===== config.mk =====
export PLATFORM = sky130hd
export DESIGN_NAME = distortion_core_flat
export DESIGN_NICKNAME = d
export VERILOG_FILES = /design/src/rtl/distortion_pkg.sv /design/src/rtl/distortion_core_if.sv /design/src/rtl/distortion_core_clip_unit.sv /design/src/rtl/distortion_core.sv /design/src/flat_wrapper.sv
export SDC_FILE = /design/constraint.sdc
export NUM_CORES = 1
export LEC_CHECK = 0
export ABC_AREA = 1
export CORE_MARGIN = 8
export CORE_UTILIZATION = 59
export CTS_BUF_LIST = sky130_fd_sc_hd__clkbuf_8
export DETAILED_ROUTE_END_ITERATION = 12
export PLACE_DENSITY_LB_ADDON = 0.15
export SLEW_MARGIN = 0
export SYNTH_ARGS = -nofsm -noshare
export SYNTH_HDL_FRONTEND = slang
export SYNTH_SLANG_ARGS = --single-unit

===== constraint.sdc =====
create_clock -name CLOCK_50 -period 8.1 [get_ports CLOCK_50]
set_input_delay 2.025 -clock CLOCK_50 [delete_from_list [all_inputs] [get_ports CLOCK_50]]
set_output_delay 2.025 -clock CLOCK_50 [all_outputs]
set_load 0.1 [all_outputs]

===== src/rtl/distortion_pkg.sv =====
// Shared constants, state encoding and saturation limits for the gain-and-clip distortion stage.
package distortion_pkg;

  localparam int SAMPLE_W = 16;
  localparam int GAIN_W   = 4;
  localparam int PROD_W   = SAMPLE_W + GAIN_W + 1;
  localparam int THR_W    = SAMPLE_W - 1;

  localparam logic signed [PROD_W-1:0] SAT_POS = PROD_W'(32767);
  localparam logic signed [PROD_W-1:0] SAT_NEG = PROD_W'(-32767);

  typedef enum logic [2:0] {
    IDLE,
    MUL_L,
    CLIP_L,
    MUL_R,
    CLIP_R,
    DONE
  } state_t;

endpackage


===== src/rtl/distortion_core_if.sv =====
// Sample/control bus between the codec sample path and the distortion stage.
interface distortion_core_if;
  import distortion_pkg::*;

  logic                       sample_valid;
  logic signed [SAMPLE_W-1:0] in_left;
  logic signed [SAMPLE_W-1:0] in_right;
  logic        [GAIN_W-1:0]   gain;
  logic        [SAMPLE_W-1:0] threshold;
  logic                       bypass;
  logic signed [SAMPLE_W-1:0] out_left;
  logic signed [SAMPLE_W-1:0] out_right;
  logic                       out_valid;
  logic                       busy;
  logic                       overrun;

  modport master (
    output sample_valid, in_left, in_right, gain, threshold, bypass,
    input  out_left, out_right, out_valid, busy, overrun
  );

  modport slave (
    input  sample_valid, in_left, in_right, gain, threshold, bypass,
    output out_left, out_right, out_valid, busy, overrun
  );

endinterface


===== src/rtl/distortion_core_clip_unit.sv =====
// Combinational clip of a signed product against unsigned level T; hard clip by default,
// soft knee (quarter slope beyond T, saturated to +/-32767) when DISTORTION_SOFT_CLIP_EN is defined.
module clip_unit
  import distortion_pkg::*;
(
  input  logic signed [PROD_W-1:0]   prod,
  input  logic        [THR_W-1:0]    thr,
  output logic signed [SAMPLE_W-1:0] y
);

  logic signed [PROD_W-1:0] t_pos;
  logic signed [PROD_W-1:0] t_neg;

  assign t_pos = $signed({{(PROD_W-THR_W){1'b0}}, thr});
  assign t_neg = -t_pos;

`ifdef DISTORTION_SOFT_CLIP_EN
  logic signed [PROD_W-1:0] knee_hi;
  logic signed [PROD_W-1:0] knee_lo;

  // Excess beyond the threshold is attenuated by 4 with an arithmetic shift (floors negatives).
  assign knee_hi = t_pos + ((prod - t_pos) >>> 2);
  assign knee_lo = t_neg + ((prod + t_pos) >>> 2);

  always_comb begin
    y = prod[SAMPLE_W-1:0];
    if (prod > t_pos) begin
      y = (knee_hi > SAT_POS) ? SAT_POS[SAMPLE_W-1:0] : knee_hi[SAMPLE_W-1:0];
    end else if (prod < t_neg) begin
      y = (knee_lo < SAT_NEG) ? SAT_NEG[SAMPLE_W-1:0] : knee_lo[SAMPLE_W-1:0];
    end
  end
`else
  always_comb begin
    y = prod[SAMPLE_W-1:0];
    if (prod > t_pos) begin
      y = t_pos[SAMPLE_W-1:0];
    end else if (prod < t_neg) begin
      y = t_neg[SAMPLE_W-1:0];
    end
  end
`endif

endmodule


===== src/rtl/distortion_core.sv =====
// Stereo gain-and-clip stage: one shared multiplier and clip unit, left then right, 5-cycle latency.
// Optional soft knee selected by DISTORTION_SOFT_CLIP_EN (see clip_unit).
module distortion_core
  import distortion_pkg::*;
(
  input  logic              CLOCK_50,
  input  logic              reset_n,
  distortion_core_if.slave  bus
);

  state_t                     state;
  logic signed [SAMPLE_W-1:0] cap_left;
  logic signed [SAMPLE_W-1:0] cap_right;
  logic        [GAIN_W-1:0]   cap_gain;
  logic        [THR_W-1:0]    cap_thr;
  logic                       cap_bypass;
  logic signed [PROD_W-1:0]   prod;
  logic signed [SAMPLE_W-1:0] res_left;
  logic signed [SAMPLE_W-1:0] res_right;
  logic signed [SAMPLE_W-1:0] out_left;
  logic signed [SAMPLE_W-1:0] out_right;
  logic                       out_valid;
  logic                       busy;
  logic                       overrun;

  logic signed [SAMPLE_W-1:0] mul_x;
  logic signed [GAIN_W+1:0]   mul_k;
  logic signed [PROD_W-1:0]   mul_p;
  logic signed [SAMPLE_W-1:0] clip_x;
  logic signed [SAMPLE_W-1:0] clip_y;
  logic signed [SAMPLE_W-1:0] clip_res;

  // Threshold MSB is a sign position the clip level never uses.
  logic unused_thr_msb;
  assign unused_thr_msb = bus.threshold[SAMPLE_W-1];

  // Shared datapath: the state selects which captured channel feeds the multiplier and bypass mux.
  assign mul_x  = (state == MUL_R) ? cap_right : cap_left;
  assign mul_k  = $signed({2'b00, cap_gain} + 6'd1);
  assign mul_p  = PROD_W'(mul_x) * PROD_W'(mul_k);
  assign clip_x = (state == CLIP_R) ? cap_right : cap_left;

  clip_unit u_clip (
    .prod (prod),
    .thr  (cap_thr),
    .y    (clip_y)
  );

  assign clip_res = cap_bypass ? clip_x : clip_y;

  always_ff @(posedge CLOCK_50) begin
    if (!reset_n) begin
      state      <= IDLE;
      cap_left   <= '0;
      cap_right  <= '0;
      cap_gain   <= '0;
      cap_thr    <= '0;
      cap_bypass <= 1'b0;
      prod       <= '0;
      res_left   <= '0;
      res_right  <= '0;
      out_left   <= '0;
      out_right  <= '0;
      out_valid  <= 1'b0;
      busy       <= 1'b0;
      overrun    <= 1'b0;
    end else begin
      out_valid <= 1'b0;
      if (bus.sample_valid && (state != IDLE)) begin
        overrun <= 1'b1;
      end
      case (state)
        IDLE: begin
          if (bus.sample_valid) begin
            cap_left   <= bus.in_left;
            cap_right  <= bus.in_right;
            cap_gain   <= bus.gain;
            cap_thr    <= bus.threshold[THR_W-1:0];
            cap_bypass <= bus.bypass;
            busy       <= 1'b1;
            state      <= MUL_L;
          end
        end
        MUL_L: begin
          prod  <= mul_p;
          state <= CLIP_L;
        end
        CLIP_L: begin
          res_left <= clip_res;
          state    <= MUL_R;
        end
        MUL_R: begin
          prod  <= mul_p;
          state <= CLIP_R;
        end
        CLIP_R: begin
          res_right <= clip_res;
          state     <= DONE;
        end
        DONE: begin
          out_left  <= res_left;
          out_right <= res_right;
          out_valid <= 1'b1;
          busy      <= 1'b0;
          state     <= IDLE;
        end
        default: begin
          busy  <= 1'b0;
          state <= IDLE;
        end
      endcase
    end
  end

  assign bus.out_left  = out_left;
  assign bus.out_right = out_right;
  assign bus.out_valid = out_valid;
  assign bus.busy      = busy;
  assign bus.overrun   = overrun;

endmodule

===== src/flat_wrapper.sv =====
// flat-port wrapper written by rule: the top's interface ports become plain ports
module distortion_core_flat import distortion_pkg::*;
  (CLOCK_50, reset_n, bus_sample_valid, bus_in_left, bus_in_right, bus_gain, bus_threshold, bus_bypass, bus_out_left, bus_out_right, bus_out_valid, bus_busy, bus_overrun);
  distortion_core_if bus_i ();
  input  logic CLOCK_50;
  input  logic reset_n;
  input wire logic [$bits(bus_i.sample_valid)-1:0] bus_sample_valid;
  input wire logic [$bits(bus_i.in_left)-1:0] bus_in_left;
  input wire logic [$bits(bus_i.in_right)-1:0] bus_in_right;
  input wire logic [$bits(bus_i.gain)-1:0] bus_gain;
  input wire logic [$bits(bus_i.threshold)-1:0] bus_threshold;
  input wire logic [$bits(bus_i.bypass)-1:0] bus_bypass;
  output wire logic [$bits(bus_i.out_left)-1:0] bus_out_left;
  output wire logic [$bits(bus_i.out_right)-1:0] bus_out_right;
  output wire logic [$bits(bus_i.out_valid)-1:0] bus_out_valid;
  output wire logic [$bits(bus_i.busy)-1:0] bus_busy;
  output wire logic [$bits(bus_i.overrun)-1:0] bus_overrun;
  assign bus_i.sample_valid = bus_sample_valid;
  assign bus_i.in_left = bus_in_left;
  assign bus_i.in_right = bus_in_right;
  assign bus_i.gain = bus_gain;
  assign bus_i.threshold = bus_threshold;
  assign bus_i.bypass = bus_bypass;
  assign bus_out_left = bus_i.out_left;
  assign bus_out_right = bus_i.out_right;
  assign bus_out_valid = bus_i.out_valid;
  assign bus_busy = bus_i.busy;
  assign bus_overrun = bus_i.overrun;
  distortion_core u_core (.CLOCK_50(CLOCK_50), .reset_n(reset_n), .bus(bus_i));
endmodule

==> out/results.tsv <==
metric	value	unit
cts_tree	done	
start_kind	flop	
yosys.area.top_type_share	0.2813	
synth_xor_area_frac	0.01807	
core	17060	µm²
syn_area_per_cell	6.808	µm²
synth_area_leaders	dfxtp_1 (28%), inv_1 (11%), fa_1 (9.4%), ha_1 (9.2%), nor2_1 (7.9%)	
status	complete, no violations	
grt.total_usage	0.2329	
slew_headroom	0.2178	
grt_overflow	0	
yosys.area_share.simple	0.2283	
ioPinCount	91	
synth_fp_nets	1674	
setup_viol	0	
rrSetupSlack	1.79	ns
finalHoldViolations	0	
die_h	147.3	µm
grt_pass1_wl	41770	µm
rows	48	
clkSinkCount	143	
cts_root_buf	clkbuf_8	
fmax	0.1584	GHz
grt_max_degree	94	
syn_to_final_growth	13.25	%
first_iter_violations	540	
fin_skew	0.01291	ns
final_max_slew_viol_count	0	
p_comb_frac	0.394	
final_nets	1724	
worst_pin_slew	1.169	ns
clkPwrFrac	0.247	
synthDistinctLibCells	40	
hold_buffers	0	
dieArea	21710	µm²
via_per_inst	5.248	
die_x	147.3	µm
clkSlewWorstSetupHoldPaths	0.09	ns
yosys_register_bits	143	
drcViolationCount	0	
antenna_violating_nets_post_route	0	
antenna_found_initial	0	
timing.rr.start	u_core.state[0]$_SDFFE_PN0N_	
period_needed	6.311	ns
crit_path_end_kind	flop	
drt-pass1-iter-count	5	
p_leak	5.592	nW
swShare	0.4151	
required	8.51	ns
synth_top_family_by_area	simple AND/OR/NAND/NOR gates	
pwr-share-seq	0.359	
final.hold.worst_slack	0.4464	ns
gp_congestion	0.8654	
dp_hpwl	19270	µm
reg2reg_depth	23	
path_max_fanout	33	
total_power	0.002270	W
setup_tns	0	ns
min_path_type	reg -> reg	
drv_cap	0	
num_antenna_cells	0	
synth_compound_area_frac	0.1515	
routedWlPerCell	13.97	µm
power.density	197.0	nW/µm²
ctsResizeCount	0	
period_share	0.7792	
hold_start	u_core.bus.out_left[11]$_SDFFE_PN0P_	
peakVddDrop	0.1286	mV
synth_mux_area_frac	0	
grt_pass1_vias	8788	
worstSetupPathType	reg -> reg	
wl	24900	µm
drive_above_1_share	0.03659	
yosysWarnings	0	
power.switching	0.0009423	W
synthCells	1495	
rr_endpoint	u_core.prod[20]$_SDFFE_PN0P_	
clock_latency	0.45	ns
power.internal	0.001328	W
synth_seq_area_share	0.2813	
num_vias	9357	
worstHoldEndpoint	u_core.bus.out_left[11]$_SDFFE_PN0P_	
synth_top_area_cell	dfxtp_1	
port_buffers	89	
numCtsBuffers	17	
synth_fa_ha_area_frac	0.1866	
cp.arrival	6.72	ns
rsz0062_at_grt	no	
start_util	0.5967	
cts_buffer_depth	2	
postCtsSetupBuffers	0	
hold_path_depth	2	
htree_levels	4	
synth.cell_area	10180	µm²
==> metrics by stage <==
stage | cells | util | setup slack (ns) | area, µm²
finish | 1783 | 0.6758 | 1.789 | 11530
global route | 1783 | 0.6758 | 1.055 | 11530
global placement | 1751 | 0.6532 | 1.960 | 11140
floorplan | 1495 | - | 3.548 | 10180
CTS | 1783 | 0.6758 | 1.775 | 11530
detailed placement | 1751 | 0.6532 | 1.802 | 11140
==> sequential cells by signal (all words and copies together) (netlist names) <==
signal,count
u_core.cap_left,16
u_core.res_right,16
u_core.cap_thr,15
u_core.bus.out_right,16
u_core.bus.busy,1
u_core.prod,21
u_core.bus.out_valid,1
u_core.state,3
u_core.cap_bypass,1
u_core.res_left,16
u_core.cap_gain,4
u_core.cap_right,16
u_core.bus.overrun,1
u_core.bus.out_left,16
==> cells in the mapped netlist <==
master      n
a211oi_1    3
a21o_1      4
a21oi_1   133
a31o_2      1
a31oi_1     1
and2_1      2
buf_1       4
buf_2       5
buf_4       2
buf_6       1
clkbuf_1   52
clkbuf_2    1
clkinv_1    2
dfxtp_1   143
fa_1       48
ha_1       75
inv_1     287
inv_2       4
nand2_1   208
nand2_2     1
nand2_4     1
nand3_1    88
nand3_2     2
nand3b_1    2
nand4_1    24
nand4_2     1
nor2_1    215
nor2_2      3
nor3_1      4
nor3_2      1
nor4_1      3
o211ai_1    2
o21a_1      6
o21ai_0   137
o21ai_2     1
o21bai_1    5
o221ai_1    1
o31ai_1     1
xnor2_1     7
xor2_1     14
==> critical path, cell delays in order (launching register included) <==
cell and delay (ns):
dfxtp_1 0.40, inv_1 0.09, nor2_2 0.68, inv_1 0.57, nor2_1 0.22, buf_4 0.33, nand2_1 0.07, o21ai_0 0.17
inv_1 0.12, nor2_1 0.20, inv_1 0.12, fa_1 0.67, fa_1 0.48, fa_1 0.54, inv_1 0.05, ha_1 0.37
nand2_1 0.11, nor3_1 0.22, and2_1 0.22, nand4_1 0.15, a31o_2 0.28, nand3_1 0.08, nand2_1 0.06, inv_1 0.04
==> cell families (layout without fill, tap and decap cells) <==
logic type	count (synthesis)	in the layout
compound gates	295	295
xor+xnor	21	21
fa+ha+maj	123	123
simple gates	555	555
buf+inv	358	421
flops	143	143
==> placed cells by master (no fill, tap or decap), drive strengths merged, types with 8 or more instances in the layout <==
| master | instances |
|---|---|
| a21oi | 133 |
| buf | 8 |
| clkbuf | 17 |
| clkdlybuf4s50 | 88 |
| dfxtp | 143 |
| fa | 48 |
| ha | 75 |
| inv | 299 |
| nand2 | 210 |
| nand3 | 90 |
| nand4 | 25 |
| nor2 | 218 |
| o21ai | 138 |
| xor2 | 14 |
==> power by group through the flow <==
stage / Combinational, W / Sequential [W] / Clock (W)
global placement: 0.000861 / 0.000828 / 0
floorplan: 0.000659 / 0.000838 / 0
CTS: 0.000893 / 0.000814 / 0.000570
detailed placement: 0.000883 / 0.000830 / 0
global route: 0.00103 / 0.000824 / 0.000602
finish: 0.000895 / 0.000815 / 0.000560
==> area by class of cell <==
class	count	area [µm²]
multi-input cells	994	5958
fillers	1547	5530
flip-flops and latches	143	2863
inverters	293	1100
repair buffers	96	938.4
well taps	225	281.5
clock buffers	17	234.0
clock inverters	15	151.4
==> layer usage <==
| metal | up-vias | routed length, µm | GRT usage |
|---|---|---|---|
| li1 | 4800 | - | - |
| met1 | 4265 | 11480 | 0.3039 |
| met2 | 249 | 11400 | 0.3759 |
| met3 | 43 | 1241 | 0.03999 |
| met4 | 0 | 782 | 0.09281 |
| met5 | - | 0 | 0 |
==> worst max-delay path by stage <==
stage	cells after the start	slack, ns	end	from
3_5_place_dp	23	1.80	u_core.prod[20]$_SDFFE_PN0P_	u_core.state[0]$_SDFFE_PN0N_
2_1_floorplan	23	3.55	u_core.prod[14]$_SDFFE_PN0P_	u_core.state[0]$_SDFFE_PN0N_
4_1_cts	23	1.77	u_core.prod[20]$_SDFFE_PN0P_	u_core.state[0]$_SDFFE_PN0N_
5_1_grt	23	1.06	u_core.prod[20]$_SDFFE_PN0P_	u_core.state[0]$_SDFFE_PN0N_
3_3_place_gp	23	1.96	u_core.prod[20]$_SDFFE_PN0P_	u_core.state[0]$_SDFFE_PN0N_
6_report	23	1.79	u_core.prod[20]$_SDFFE_PN0P_	u_core.state[0]$_SDFFE_PN0N_
(Power assumes the default switching activity.)
